`config.mk`:
```
export PLATFORM = sky130hd
export DESIGN_NAME = rf_fetch_arb
export DESIGN_NICKNAME = d
export VERILOG_FILES = /design/src/rtl/threadbrain_pkg.sv /design/src/rtl/rf_rr_pick.sv /design/src/rtl/rf_fetch_arb.sv
export SDC_FILE = /design/constraint.sdc
export NUM_CORES = 1
export LEC_CHECK = 0
export BUFFER_PORTS_ARGS = -buffer_cell sky130_fd_sc_hd__buf_2
export CELL_PAD_IN_SITES_DETAIL_PLACEMENT = 0
export CELL_PAD_IN_SITES_GLOBAL_PLACEMENT = 1
export CORE_ASPECT_RATIO = 1.5
export CORE_MARGIN = 2
export CORE_UTILIZATION = 31
export DETAILED_ROUTE_END_ITERATION = 10
export PLACE_DENSITY_LB_ADDON = 0.25
export SYNTH_ARGS = -nofsm -noshare
export SYNTH_HDL_FRONTEND = slang
export SYNTH_SLANG_ARGS = --single-unit
```
`constraint.sdc`:
```
create_clock -name clk -period 3.02 [get_ports clk]
set_input_delay 0.151 -clock clk [delete_from_list [all_inputs] [get_ports clk]]
set_output_delay 0.151 -clock clk [all_outputs]
set_load 0.05 [all_outputs]
```
`src/rtl/threadbrain_pkg.sv`:
```
// Shared definitions for the register-file fetch arbiter.
// Latency: n/a (types and constants only).
// Backpressure: n/a.
package threadbrain_pkg;

  // Stride and field positions of one packed register-file entry.
  localparam int ENTRY_W = 35;
  localparam int VALID_B = 34;
  localparam int RETR_B  = 33;
  localparam int LOCK_B  = 32;
  localparam int TAG_LSB = 16;
  localparam int VAL_LSB = 0;
  localparam int TAG_W   = 16;
  localparam int VAL_W   = 16;

  typedef enum logic [1:0] {
    ST_IDLE = 2'd0,
    ST_REQ  = 2'd1,
    ST_WB   = 2'd2
  } fetch_state_e;

endpackage

```
`src/rtl/rf_rr_pick.sv`:
```
// Round-robin picker: first set bit of elig scanning upward from rr_ptr, wrapping.
// Latency: purely combinational.
// Backpressure: none; the caller decides when the pick is consumed.
// Ports: elig (eligibility vector), rr_ptr (scan start) -> any (a bit was found), idx (its index).
module rf_rr_pick #(
  parameter int N  = 4,
  parameter int PW = $clog2(N)
) (
  input  logic [N-1:0]  elig,
  input  logic [PW-1:0] rr_ptr,
  output logic          any,
  output logic [PW-1:0] idx
);

  int cand;

  always_comb begin
    any  = 1'b0;
    idx  = '0;
    cand = 0;
    for (int k = 0; k < N; k++) begin
      cand = int'(rr_ptr) + k;
      if (cand >= N) cand = cand - N;
      if (!any && elig[cand]) begin
        any = 1'b1;
        idx = PW'(cand);
      end
    end
  end

endmodule

```
`src/rtl/rf_fetch_arb.sv`:
```
// Arbitrates register-file entries waiting on a memory read onto one shared read port.
// Latency: grant edge -> mem_req next cycle; ack -> wb_en next cycle; WB -> IDLE one cycle.
// Backpressure: REQ holds mem_req/mem_addr until mem_ack; one read outstanding at a time.
// Ports: clk, rst_n; rf_in (packed entries); mem_req/mem_addr/mem_ack/mem_rdata (shared read port);
//        wb_en/wb_num/wb_val (write-back strobe to the register file); busy (FSM not idle).
module rf_fetch_arb #(
  parameter int NCORES  = 4,
  parameter int ENTRY_W = 35,
  localparam int IW     = $clog2(NCORES)
) (
  input  logic                      clk,
  input  logic                      rst_n,
  input  logic [NCORES*ENTRY_W-1:0] rf_in,
  output logic                      mem_req,
  output logic [15:0]               mem_addr,
  input  logic                      mem_ack,
  input  logic [15:0]               mem_rdata,
  output logic                      wb_en,
  output logic [IW-1:0]             wb_num,
  output logic [15:0]               wb_val,
  output logic                      busy
);

  import threadbrain_pkg::*;

  fetch_state_e state_q, state_d;
  logic [IW-1:0]    rr_ptr_q, rr_ptr_d;
  logic [IW-1:0]    grant_q, grant_d;
  logic [TAG_W-1:0] tag_q, tag_d;
  logic [VAL_W-1:0] data_q, data_d;

  logic [NCORES-1:0] elig;
  logic              pick_any;
  logic [IW-1:0]     pick_idx;
  logic [TAG_W-1:0]  pick_tag;
  logic              grant_live;

  always_comb begin
    elig = '0;
    for (int i = 0; i < NCORES; i++) begin
      elig[i] = rf_in[i*ENTRY_W + VALID_B] & rf_in[i*ENTRY_W + RETR_B]
              & ~rf_in[i*ENTRY_W + LOCK_B];
    end
  end

  rf_rr_pick #(
    .N  (NCORES),
    .PW (IW)
  ) u_pick (
    .elig   (elig),
    .rr_ptr (rr_ptr_q),
    .any    (pick_any),
    .idx    (pick_idx)
  );

  always_comb begin
    pick_tag   = rf_in[int'(pick_idx)*ENTRY_W + TAG_LSB +: TAG_W];
    // Lock state is deliberately ignored here: a lock taken after the grant
    // must not drop data the entry is still waiting for.
    grant_live = rf_in[int'(grant_q)*ENTRY_W + VALID_B]
               & rf_in[int'(grant_q)*ENTRY_W + RETR_B];
  end

  always_comb begin
    state_d  = state_q;
    rr_ptr_d = rr_ptr_q;
    grant_d  = grant_q;
    tag_d    = tag_q;
    data_d   = data_q;
    unique case (state_q)
      ST_IDLE: begin
        if (pick_any) begin
          grant_d = pick_idx;
          tag_d   = pick_tag;
          state_d = ST_REQ;
        end
      end
      ST_REQ: begin
        if (mem_ack) begin
          data_d  = mem_rdata;
          state_d = ST_WB;
        end
      end
      ST_WB: begin
        rr_ptr_d = (grant_q == IW'(NCORES-1)) ? '0 : grant_q + 1'b1;
        state_d  = ST_IDLE;
      end
      default: state_d = ST_IDLE;
    endcase
  end

  always_ff @(posedge clk or negedge rst_n) begin
    if (!rst_n) begin
      state_q  <= ST_IDLE;
      rr_ptr_q <= '0;
      grant_q  <= '0;
      tag_q    <= '0;
      data_q   <= '0;
    end else begin
      state_q  <= state_d;
      rr_ptr_q <= rr_ptr_d;
      grant_q  <= grant_d;
      tag_q    <= tag_d;
      data_q   <= data_d;
    end
  end

  // Request side depends on flops only, so rf_in never reaches the memory port.
  assign mem_req  = (state_q == ST_REQ);
  assign mem_addr = tag_q;
  assign wb_en    = (state_q == ST_WB) & grant_live;
  assign wb_num   = grant_q;
  assign wb_val   = data_q;
  assign busy     = (state_q != ST_IDLE);

endmodule

```
# Word level (Yosys, flattened, before mapping)
# Cells that the tools add are included.
[word_totals]
word_cells = 93
memories = 0
input_bits = 159
mem_bits_rw = 0
regBits = 38
romBits = 0
latch_bits = 0
out_inout_bits = 37
[op_classes]
order_cmp = 10
n_reduce_logical = 11
n_mux = 34
div = 0
n_shift = 1
n_mul = 2
n_addsub = 11
n_bitwise = 14
n_eq_ne = 5
[ops]
columns = ["operator", "count"]
rows = [
  ["$shiftx 140x10->16", 1],
  ["$lt 32x4->1 const B", 4],
  ["$mux 32", 4],
  ["$ge 32x4->1 const B", 3],
  ["$sub 32x4->32 const B", 3],
  ["$add 32x7->32 const B", 1],
  ["$lt 32x10->1 const B", 1],
  ["$bmux 1 s8", 2],
  ["$mul 2x6->8 const B", 2],
  ["$mux 1", 16],
  ["$mux 2", 7],
  ["$and 1x1->1", 10],
  ["$add 8x5->9 const B", 1],
  ["$add 8x6->9 const B", 1],
  ["$lt 9x9->1 const B", 1],
  ["$bmux 1 s2", 4],
  ["$add 2x2->3 const B", 2],
  ["$reduce_and 2->1", 3],
  ["$eq 2x2->1 const B", 2],
  ["$not 1->1", 4],
  ["$pmux 2 s2", 1],
  ["$sub 2x3->4 const B", 1],
  ["$add 2x1->3 const B", 1],
  ["$ge 2x3->1 const B", 1],
  ["8 further kinds", 12],
]

# Longest topological paths before layout
# Gate-level depths: netlist of run 1.
[logic_depth]
ltp_word = 18
ltp_mapped = 12
ltp_nobuf = 8

# Hierarchy
# Synthesis of run 1 repeated with hierarchy kept, for this count alone.
[hier_totals]
hier_cells = 215
hier_area_um2 = 2871.5
[by_module_without_submodules]
columns = ["mod", "instances", "cells_per_inst", "area_each_um2", "seq_area_each_um2"]
rows = [
  ["rf_fetch_arb", 1, 200, 2793.9, 950.9],
  ["rf_rr_pick", 1, 15, 77.6, 0.0],
]

# Worst setup path before layout of run 1
# Ideal clock, no wire load.
[synth_path]
kind = "register to output"
from = "register grant_q[0], in the netlist wb_num[0]"
to = "output port wb_en"
setup_slack_ps = -445
stages_incl_launch_ff = 11
required_ps = 2869
path_buffers = 3
arrival_time_ps = 3314
cell_sequence = "dfrtp_1 -> buf_6 -> buf_4 -> inv_1 -> ha_1 -> ha_1 -> buf_1 -> mux2i_1 -> a311oi_1 -> a41oi_2 -> a221oi_2"
[synth_between]
elab_chain_cells = 7
elab_cells_between_ends = 11
cone_classes = "add/sub: 2; mul: 1; mux: 6; bitwise: 2"
[synth_lines]
columns = ["element", "line_no", "source"]
rows = [
  ["start, declared", "rf_fetch_arb.sv:28", "logic [IW-1:0] grant_q, grant_d;"],
  ["start signal, assigned", "rf_fetch_arb.sv:102", "grant_q <= grant_d;"],
  ["$mul 2x6->8 *", "rf_fetch_arb.sv:60, rf_fetch_arb.sv:61", ""],
  ["$add 32x7->32 / $add 8x6->9 (equally long branches)", "rf_fetch_arb.sv:60, rf_fetch_arb.sv:61", ""],
  ["$bmux 1 s8 (on tied branches)", "rf_fetch_arb.sv:60, rf_fetch_arb.sv:61", ""],
  ["$mux 1 (on tied branches) (2 in a row)", "rf_fetch_arb.sv:60, rf_fetch_arb.sv:61", ""],
  ["$and 1x1->1 *", "rf_fetch_arb.sv:61", "& rf_in[int'(grant_q)*ENTRY_W + RETR_B];"],
  ["$and 1x1->1 *", "rf_fetch_arb.sv:111", "assign wb_en = (state_q == ST_WB) & grant_live;"],
  ["end, declared", "rf_fetch_arb.sv:18", "output logic wb_en,"],
]
# Mark *: on every way between the ends. The rest lies on a longest branch, timed or not. The select of a mux whose other input is x is not followed.

# Final worst setup path of run 1
# Ends and elaborated chain as after synthesis.

==> reports/results.md, run 1 <==
| Quantity | Value |
|:---|:---|
| Worst skew pair latency | 0.28 ns |
| Outcome | finished with violations |
| Worst voltage drop across the vdd grid | 0.7158 mV |
| Compound-gate portion of the synthesized area | 12.94% |
| Initial detailed-routing violation count | 80 |
| DP Wirelength | 8.205 mm |
| I/O pin count | 196 |
| Number of synthesis warnings | 0 |
| CTS H-Tree Depth | 2 |
| Initial core utilization | 31.74% |
| Xor and xnor fraction of the mapped netlist area | 0% |
| Summed instance area of the synthesized netlist | 2920 sq um |
| Core footprint | 9200 sq um |
| Via count of the first global-routing pass | 2981 |
| Slowest cell on the critical path | sky130_fd_sc_hd__dfrtp_2 |
| Post-CTS Setup Inserts | 0 |
| Final weighted congestion of routability-driven global placement | 0.8100 |
| Distinct cell type count after synthesis | 42 |
| Top cells by area in the synthesized netlist | sky130_fd_sc_hd__dfrtp_1 33%, sky130_fd_sc_hd__mux2i_1 15%, sky130_fd_sc_hd__mux4_2 10% |
| Number of I/O port buffers | 172 |
| Setup-violating endpoint count in the final report | 0 |
| Total length of routed met2 wires | 5.412 mm |
| Routed via count | 2809 |
| Critical path start-end classification | register to output pin |
| Die ar. | 10230 sq um |
| HP Class | input port to async pin |
| Failing checks | negative hold slack |
| #FFs+latches synth | 38 |
| Worst slew margin | 39.91% |
| Count of fill cells added during filler insertion | 919 |
| Final clock period utilization by the worst path | 95.28% |
| Multiplexer area fraction after synthesis | 37.32% |
| Arithmetic-cell share of the synthesized area counting full adders, half adders and majority gates | 2.142% |
| Number of cells produced by synthesis | 254 |
| Seq. cell area | 952.2 sq um |
| Average detailed-routed wire length per instance | 19.00 um |
| Worst slack on hold paths | -0.005575 ns |
| Area of the multi-input gates | 1829 sq um |
| Number of enable flip-flop cells after synthesis | 0 |
| Antenna diode count | 0 |
| Area Growth Syn to Fin | 39.76% |
| Buffer type at the clock tree root | sky130_fd_sc_hd__clkbuf_16 |
| Wire length on met1 | 3.941 mm |
| CP Launch Point | wb_num[0] |
| Remaining antenna violation count | 0 |
| Maximum clock frequency | 347.5 MHz |
| Maximum count of clock buffers along a single path | 2 |
| Met3 Wirelength | 692 um |
| Number of buffers added to fix hold violations after cts | 0 |
| Static Leak | 1.971 nW |
| Layout cell share with drive strength beyond 1 | 55.56% |
| Required time of the worst setup path | 2.87 ns |
| Maximum number of pins on one net before global-route repair | 39 |
| Floorplan die height | 122.9 um |
| Wire length of the first global-routing pass | 15.57 mm |
| Worst setup skew after layout | 0.004778 ns |
| Total Neg Setup Slack | 0 ns |
| Critical path data arrival time | 2.73 ns |
| Final min period | 2.877 ns |
| Detailed-route DRC error count | 0 |
| Aggregate global routing overflow | 0 |
| Top_reg_cell synth | sky130_fd_sc_hd__dfrtp_1 |
| Hold violation total from the final report | 4 |
| Cell area power density | 1051 nW/um^2 |
| Number of placed instances with taps included | 528 |
| Async S/R FF share, synth | 100.0% |
| Max incr delay on CP | 0.40 ns |
| Final std cells w/o fill | 535 |
| First drt pass iteration count | 4 |
| Total clock buffers created by CTS | 5 |
| Element type at the critical path end | output pin |
| Launch instance of the worst register-to-register path | rr_ptr_q[1] |
| Total wire length | 10.17 mm |
| Total GRT Usage | 19.74% |
| Combinational family with the most area after synthesis | multiplexers |
| CP Max Fanout | 11 |
| Most common cell after layout, fill and taps aside | sky130_fd_sc_hd__buf_2 |
| Max-cap violation count | 0 |
| Setup repair after global routing missed its margin | no |
| Share of the synthesized area in the top cell type | 32.56% |
| Highest routed layer | met4 |
| Simple-gate share of the synthesized area | 9.083% |
| Clock transition at path regs | 0.06 ns |
| Number of max-slew violations in the final report | 0 |
| Commonest cells after routing, fill and taps aside | 171 x sky130_fd_sc_hd__buf_2, 44 x sky130_fd_sc_hd__mux2i_1, 37 x sky130_fd_sc_hd__dfrtp_1 |
| Synthesized Nets | 418 |
| Count of standard-cell rows | 43 |
| Post-synthesis average cell area | 11.50 sq um |
| Critical Path Start Type | register |
| Dominant cell type by area after synthesis | sky130_fd_sc_hd__dfrtp_1 |
| Sequential cell area fraction in the yosys report | 32.56% |
| Vias per cell | 5.250 |
| Horizontal extent of the die | 83.25 um |
| TritonCTS clock tree | yes |
| Sink count of the clock tree | 38 |
| Final net count | 587 |
| Number of antenna violations at the first check in global routing | 0 |
| Cells traversed along the worst timing path | buf_4 > ha_1 > ha_1 > buf_4 > mux2i_1 > a311oi_2 > a41oi_2 > a221oi_4 > buf_6 |
| Transition time at the pin with the least slew margin | 0.9014 ns |
-- power by group --
part / internal [mW] / leakage, nW / total, mW / switching, mW
sequential: 0.760 / 0.463 / 0.899 / 0.139
clock: 0.407 / 0.0829 / 0.608 / 0.201
combinational: 1.01 / 1.43 / 2.78 / 1.77
total: 2.18 / 1.97 / 4.29 / 2.11
-- worst paths after layout --
kind	endpoint	slack, ns	cells after the start
max in group asynchronous	wb_num[0]	2.40	1
min in group clk	state_q[0]	0.06	2
worst min-delay path	wb_val[1]	-0.006	1
worst min register to register	mem_addr[11]	0.48	2
worst max-delay path	wb_en	0.14	9
worst max register to register	mem_addr[2]	0.81	6
-- worst max-delay path: cells and delay by family, from the launching register on --
| family | cells | cell delay, ns |
|---|---|---|
| compound gates | 3 | 0.79 |
| mux | 1 | 0.15 |
| fa+ha+maj | 2 | 0.53 |
| buf+inv | 3 | 0.56 |
| flops | 1 | 0.40 |
-- cell type report --
| class | count | area share, % |
|---|---|---|
| multi-input combinational | 186 | 44.82 |
| timing repair buffer | 184 | 23.54 |
| sequential | 38 | 23.33 |
| tap | 112 | 3.433 |
| clock buffer | 6 | 3.403 |
| clock inverter | 1 | 0.7357 |
| inverter | 8 | 0.7357 |
-- stage by stage --
| stage | setup slack [ns] | cell area, sq um | hold slack [ns] | utilization (%) | power [mW] |
|---|---|---|---|---|---|
| 2_1_floorplan | 0.01146 | 2938 | -0.1446 | - | 3.009 |
| 3_3_place_gp | 0.2920 | 3881 | 0.3253 | 42.19 | 3.630 |
| 3_5_place_dp | 0.2594 | 3881 | 0.3288 | 42.19 | 3.658 |
| 4_1_cts | 0.02096 | 4053 | 0.01625 | 44.05 | 4.295 |
| 5_1_grt | 0.02298 | 4081 | 0.07014 | 44.36 | 4.533 |
| 6_report | 0.1426 | 4081 | -0.005575 | 44.36 | 4.290 |
-- synthesized netlist by cell type (all sizes together), types with 3 or more instances --
cell type,number
a21oi,5
buf,15
clkbuf,7
dfrtp,38
ha,5
inv,8
mux2,20
mux2i,44
mux4,18
nand2,23
nand2b,4
nor2,6
o21ai,7
o221ai,16
o31ai,3
o32a,3
-- routing by layer --
layer  global-route usage [%]  vias up
met4                    6.148        0
met1                    23.10     1357
met2                    35.99      119
li1                         -     1324
met3                    4.304        9
met5                        0        -
-- registers in the layout, indices dropped and copies added (netlist names) --
name / flops
wb_val: 16
wb_num: 2
mem_addr: 16
state_q: 2
rr_ptr_q: 2
-- timing repair --
action | CTS | global route
pin swaps | 0 | 0
endpoints found under the setup margin | 1 | 1
gates resized for setup | 1 | 7
-- logic make-up (layout without fill, tap and decap cells) --
kind of cell | count (synthesis) | count (layout)
buffers and inverters | 30 | 199
adders and majority gates | 5 | 5
DFF | 38 | 38
AOI/OAI and AO/OA | 47 | 47
and+or+nand+nor | 52 | 52
muxes | 82 | 82
No activity file was read; power rests on OpenSTA's default activity.
==> run 2: changes to the inputs <==
--- a/config.mk
+++ b/config.mk
@@ -5,13 +5,14 @@
 export SDC_FILE = /design/constraint.sdc
 export NUM_CORES = 1
 export LEC_CHECK = 0
-export BUFFER_PORTS_ARGS = -buffer_cell sky130_fd_sc_hd__buf_2
 export CELL_PAD_IN_SITES_DETAIL_PLACEMENT = 0
 export CELL_PAD_IN_SITES_GLOBAL_PLACEMENT = 1
 export CORE_ASPECT_RATIO = 1.5
 export CORE_MARGIN = 2
-export CORE_UTILIZATION = 31
+export CORE_UTILIZATION = 42
+export CTS_BUF_LIST = sky130_fd_sc_hd__clkbuf_16
 export DETAILED_ROUTE_END_ITERATION = 10
+export DONT_BUFFER_PORTS = 1
 export PLACE_DENSITY_LB_ADDON = 0.25
 export SYNTH_ARGS = -nofsm -noshare
 export SYNTH_HDL_FRONTEND = slang
==> constraint.sdc (replaced) <==
create_clock -name clk -period 2.55 [get_ports clk]
set_input_delay 0.1275 -clock clk [delete_from_list [all_inputs] [get_ports clk]]
set_output_delay 0.1275 -clock clk [all_outputs]
set_load 0.05 [all_outputs]
==> run 2 against run 1 <==
- the run ends with negative setup slack left
- die area decreased by 25%
- first-iteration DRC count is 54% higher
- register-to-register slack worse by 0.55 ns
- clock skew increased by 0.0073 ns
- sequential share of layout area grew 4.1 points
- via count is 18% lower
- largest power group unchanged
- flip-flop and latch count stayed put
- final cell count fell by 33%
- setup slack worse by 0.23 ns
==> reports/results.md, run 2 (synthesized netlist as in run 1, its figures left out) <==
| Quantity | Value | Delta |
|:---|:---|:---|
| Max-cap violation count | 0 | unchanged |
| Count of fill cells added during filler insertion | 595 | was 919 |
| Capture point of the worst reg-to-reg path | mem_addr[8] | was mem_addr[2] |
| Worst slew margin | 47.56% | was 39.91% |
| Cell area power density | 1376 nW/um^2 | was 1051 nW/um^2 |
| Final std cells w/o fill | 358 | was 535 |
| Via count of the first global-routing pass | 2476 | was 2981 |
| Die ar. | 7650 sq um | was 10230 sq um |
| First drt pass iteration count | 4 | unchanged |
| HP Class | input port to register | was input port to async pin |
| Antenna diode count | 0 | unchanged |
| HP Start | rf_in[30] |  |
| Count of standard-cell rows | 37 | was 43 |
| DP Wirelength | 7.128 mm | was 8.205 mm |
| Total clock buffers created by CTS | 5 | unchanged |
| Number of max-slew violations in the final report | 0 | unchanged |
| TritonCTS clock tree | yes | unchanged |
| Sink count of the clock tree | 38 | unchanged |
| CP Max Fanout | 11 | unchanged |
| Static Leak | 1.403 nW | was 1.971 nW |
| Average detailed-routed wire length per instance | 25.26 um | was 19.00 um |
| Wire length of the first global-routing pass | 13.60 mm | was 15.57 mm |
| Post-route worst setup slack | -0.08855 ns | was 0.1426 ns |
| Count of cells along the worst hold path | 2 |  |
| Area Growth Syn to Fin | 18.81% | was 39.76% |
| WHS Endpoint | mem_addr[14] |  |
| Critical path start-end classification | register to output pin | unchanged |
| Final clock period utilization by the worst path | 103.5% |  |
| Horizontal extent of the die | 72.09 um | was 83.25 um |
| Depth of the most critical reg-to-reg path | 4 | was 6 |
| Commonest cells after routing, fill and taps aside | 44 x sky130_fd_sc_hd__mux2i_1, 36 x sky130_fd_sc_hd__dfrtp_1, 22 x sky130_fd_sc_hd__nand2_1 | was 171 x sky130_fd_sc_hd__buf_2, 44 x sky130_fd_sc_hd__mux2i_1, 37 x sky130_fd_sc_hd__dfrtp_1 |
| Final core area utilization | 50.98% | was 44.36% |
| Maximum count of clock buffers along a single path | 2 | unchanged |
| CP Launch Point | wb_num[0] | unchanged |
| I/O pin count | 196 | unchanged |
| Total Neg Setup Slack | -0.08855 ns | was 0 ns |
| Number of I/O port buffers | 0 | was 172 |
| Floorplan die height | 106.1 um | was 122.9 um |
| Worst voltage drop across the vdd grid | 0.9256 mV | was 0.7158 mV |
| CTS H-Tree Depth | 2 | unchanged |
| Cells traversed along the worst timing path | inv_4 > ha_4 > buf_12 > buf_4 > mux4_1 > mux2i_1 > o31ai_1 > o21ai_1 > a221oi_4 > buf_12 | was buf_4 > ha_1 > ha_1 > buf_4 > mux2i_1 > a311oi_2 > a41oi_2 > a221oi_4 > buf_6 |
| Initial core utilization | 42.91% | was 31.74% |
| Worst setup skew after layout | 0.01208 ns | was 0.004778 ns |
| Outcome | finished with violations | unchanged |
| Standard cell area after detailed placement | 3079 sq um | was 3881 sq um |
| Routed via count | 2307 | was 2809 |
| Final net count | 444 | was 587 |
| Aggregate global routing overflow | 0 | unchanged |
| Core footprint | 6805 sq um | was 9200 sq um |
| Most common cell after layout, fill and taps aside | sky130_fd_sc_hd__mux2i_1 | was sky130_fd_sc_hd__buf_2 |
| Detailed-route DRC error count | 0 | unchanged |
| Area of all placed cells without fillers | 3470 sq um | was 4081 sq um |
| Initial detailed-routing violation count | 123 | was 80 |
| Failing checks | negative setup slack | was negative hold slack |
| Cell type with the highest occurrence count on the critical path | sky130_fd_sc_hd__buf_12 |  |
| Critical Path Start Type | register | unchanged |
| Worst setup slack for register-to-register paths | 0.26 ns | was 0.81 ns |
| Total wire length | 9.044 mm | was 10.17 mm |
| Required time of the worst setup path | 2.42 ns | was 2.87 ns |
| Setup repair after global routing missed its margin | yes | was no |
| Setup-violating endpoint count in the final report | 1 | was 0 |
| Vias per cell | 6.444 | was 5.250 |
| Remaining antenna violation count | 0 | unchanged |
| Maximum number of pins on one net before global-route repair | 39 | unchanged |
| Worst slack on hold paths | 0.06768 ns | was -0.005575 ns |
| Final weighted congestion of routability-driven global placement | 0.8939 | was 0.8100 |
| Max incr delay on CP | 0.44 ns | was 0.40 ns |
| Layout cell share with drive strength beyond 1 | 27.86% | was 55.56% |
| Final min period | 2.639 ns |  |
| Total GRT Usage | 23.88% | was 19.74% |
| Buffer type at the clock tree root | sky130_fd_sc_hd__clkbuf_16 | unchanged |
| Transition time at the pin with the least slew margin | 0.7866 ns | was 0.9014 ns |
| Hold violation total from the final report | 0 | was 4 |
| Critical path data arrival time | 2.51 ns | was 2.73 ns |
| Worst skew pair latency | 0.29 ns | was 0.28 ns |
| Number of antenna violations at the first check in global routing | 0 | unchanged |
| Maximum clock frequency | 379.0 MHz |  |
| Element type at the critical path end | output pin | unchanged |
| Launch instance of the worst register-to-register path | state_q[0] | was rr_ptr_q[1] |
| Number of placed instances with taps included | 329 | was 528 |
| Clock transition at path regs | 0.06 ns | about the same |
| Slowest cell on the critical path | sky130_fd_sc_hd__dfrtp_2 | unchanged |
==> run 2: cell count changes in the layout (fill, tap and decap cells not counted), sizes merged <==
cell and change:
clkbuf -1, dlygate4sd3 +18, inv +1, buf -161
bufinv -1, clkinv +1
==> run 2: power breakdown <==
part | switching [mW] | internal [mW]
clock | 0.234 | 0.349
combinational | 1.03 | 1.10
sequential | 1.17 | 0.885
==> run 2: worst max path at each step <==
stage             to  slack [ns]  depth (start not counted)
2_1_floorplan  wb_en       -0.23                         11
3_5_place_dp   wb_en        0.02                          8
4_1_cts        wb_en        -0.1                          7
5_1_grt        wb_en       -0.19                         10
3_3_place_gp   wb_en        0.03                          8
6_report       wb_en       -0.09                         10
==> run 2: worst max-delay path: cells and delay by family, from the launching register on <==
| kind | cells | cell delay [ns] |
|---|---|---|
| buffers and inverters | 4 | 0.58 |
| AOI/OAI and AO/OA | 3 | 0.68 |
| DFF | 1 | 0.44 |
| adders and majority gates | 1 | 0.23 |
| muxes | 2 | 0.29 |
==> run 2: final cells by class <==
class / instances / area, sq um / area share [%]
Tap cell: 78 / 97.59 / 2.813
Inverter: 8 / 32.53 / 0.9376
Timing Repair Buffer: 41 / 394.1 / 11.36
Clock inverter: 2 / 7.507 / 0.2164
Sequential cell: 38 / 953.4 / 27.48
Multi-Input combinational cell: 186 / 1859 / 53.59
Clock buffer: 5 / 125.1 / 3.606
==> run 2: routing by layer <==
layer | vias to the layer above | global-route usage (%) | part of all wire [%]
li1 | 1036 | - | -
met1 | 1134 | 26.24 | 36
met4 | 0 | 9.973 | 2.7
met3 | 14 | 8.057 | 9.6
met2 | 123 | 41.15 | 52
met5 | - | 0 | 0
==> run 2: timing repair <==
item                       in CTS  in global routing
hold endpoints to repair       55                  0
setup endpoints to repair       1                  1
hold buffers                   19                  0
resized for setup               8                  0
pin swaps                       3                  1
buffers inserted                3                  0
==> run 2: through the flow <==
stage | power [mW] | worst slack [ns]
floorplan | 3.666 | -0.2299
global route | 5.013 | -0.1944
CTS | 4.798 | -0.09635
global placement | 4.067 | 0.03251
finish | 4.774 | -0.08855
detailed placement | 4.093 | 0.02385
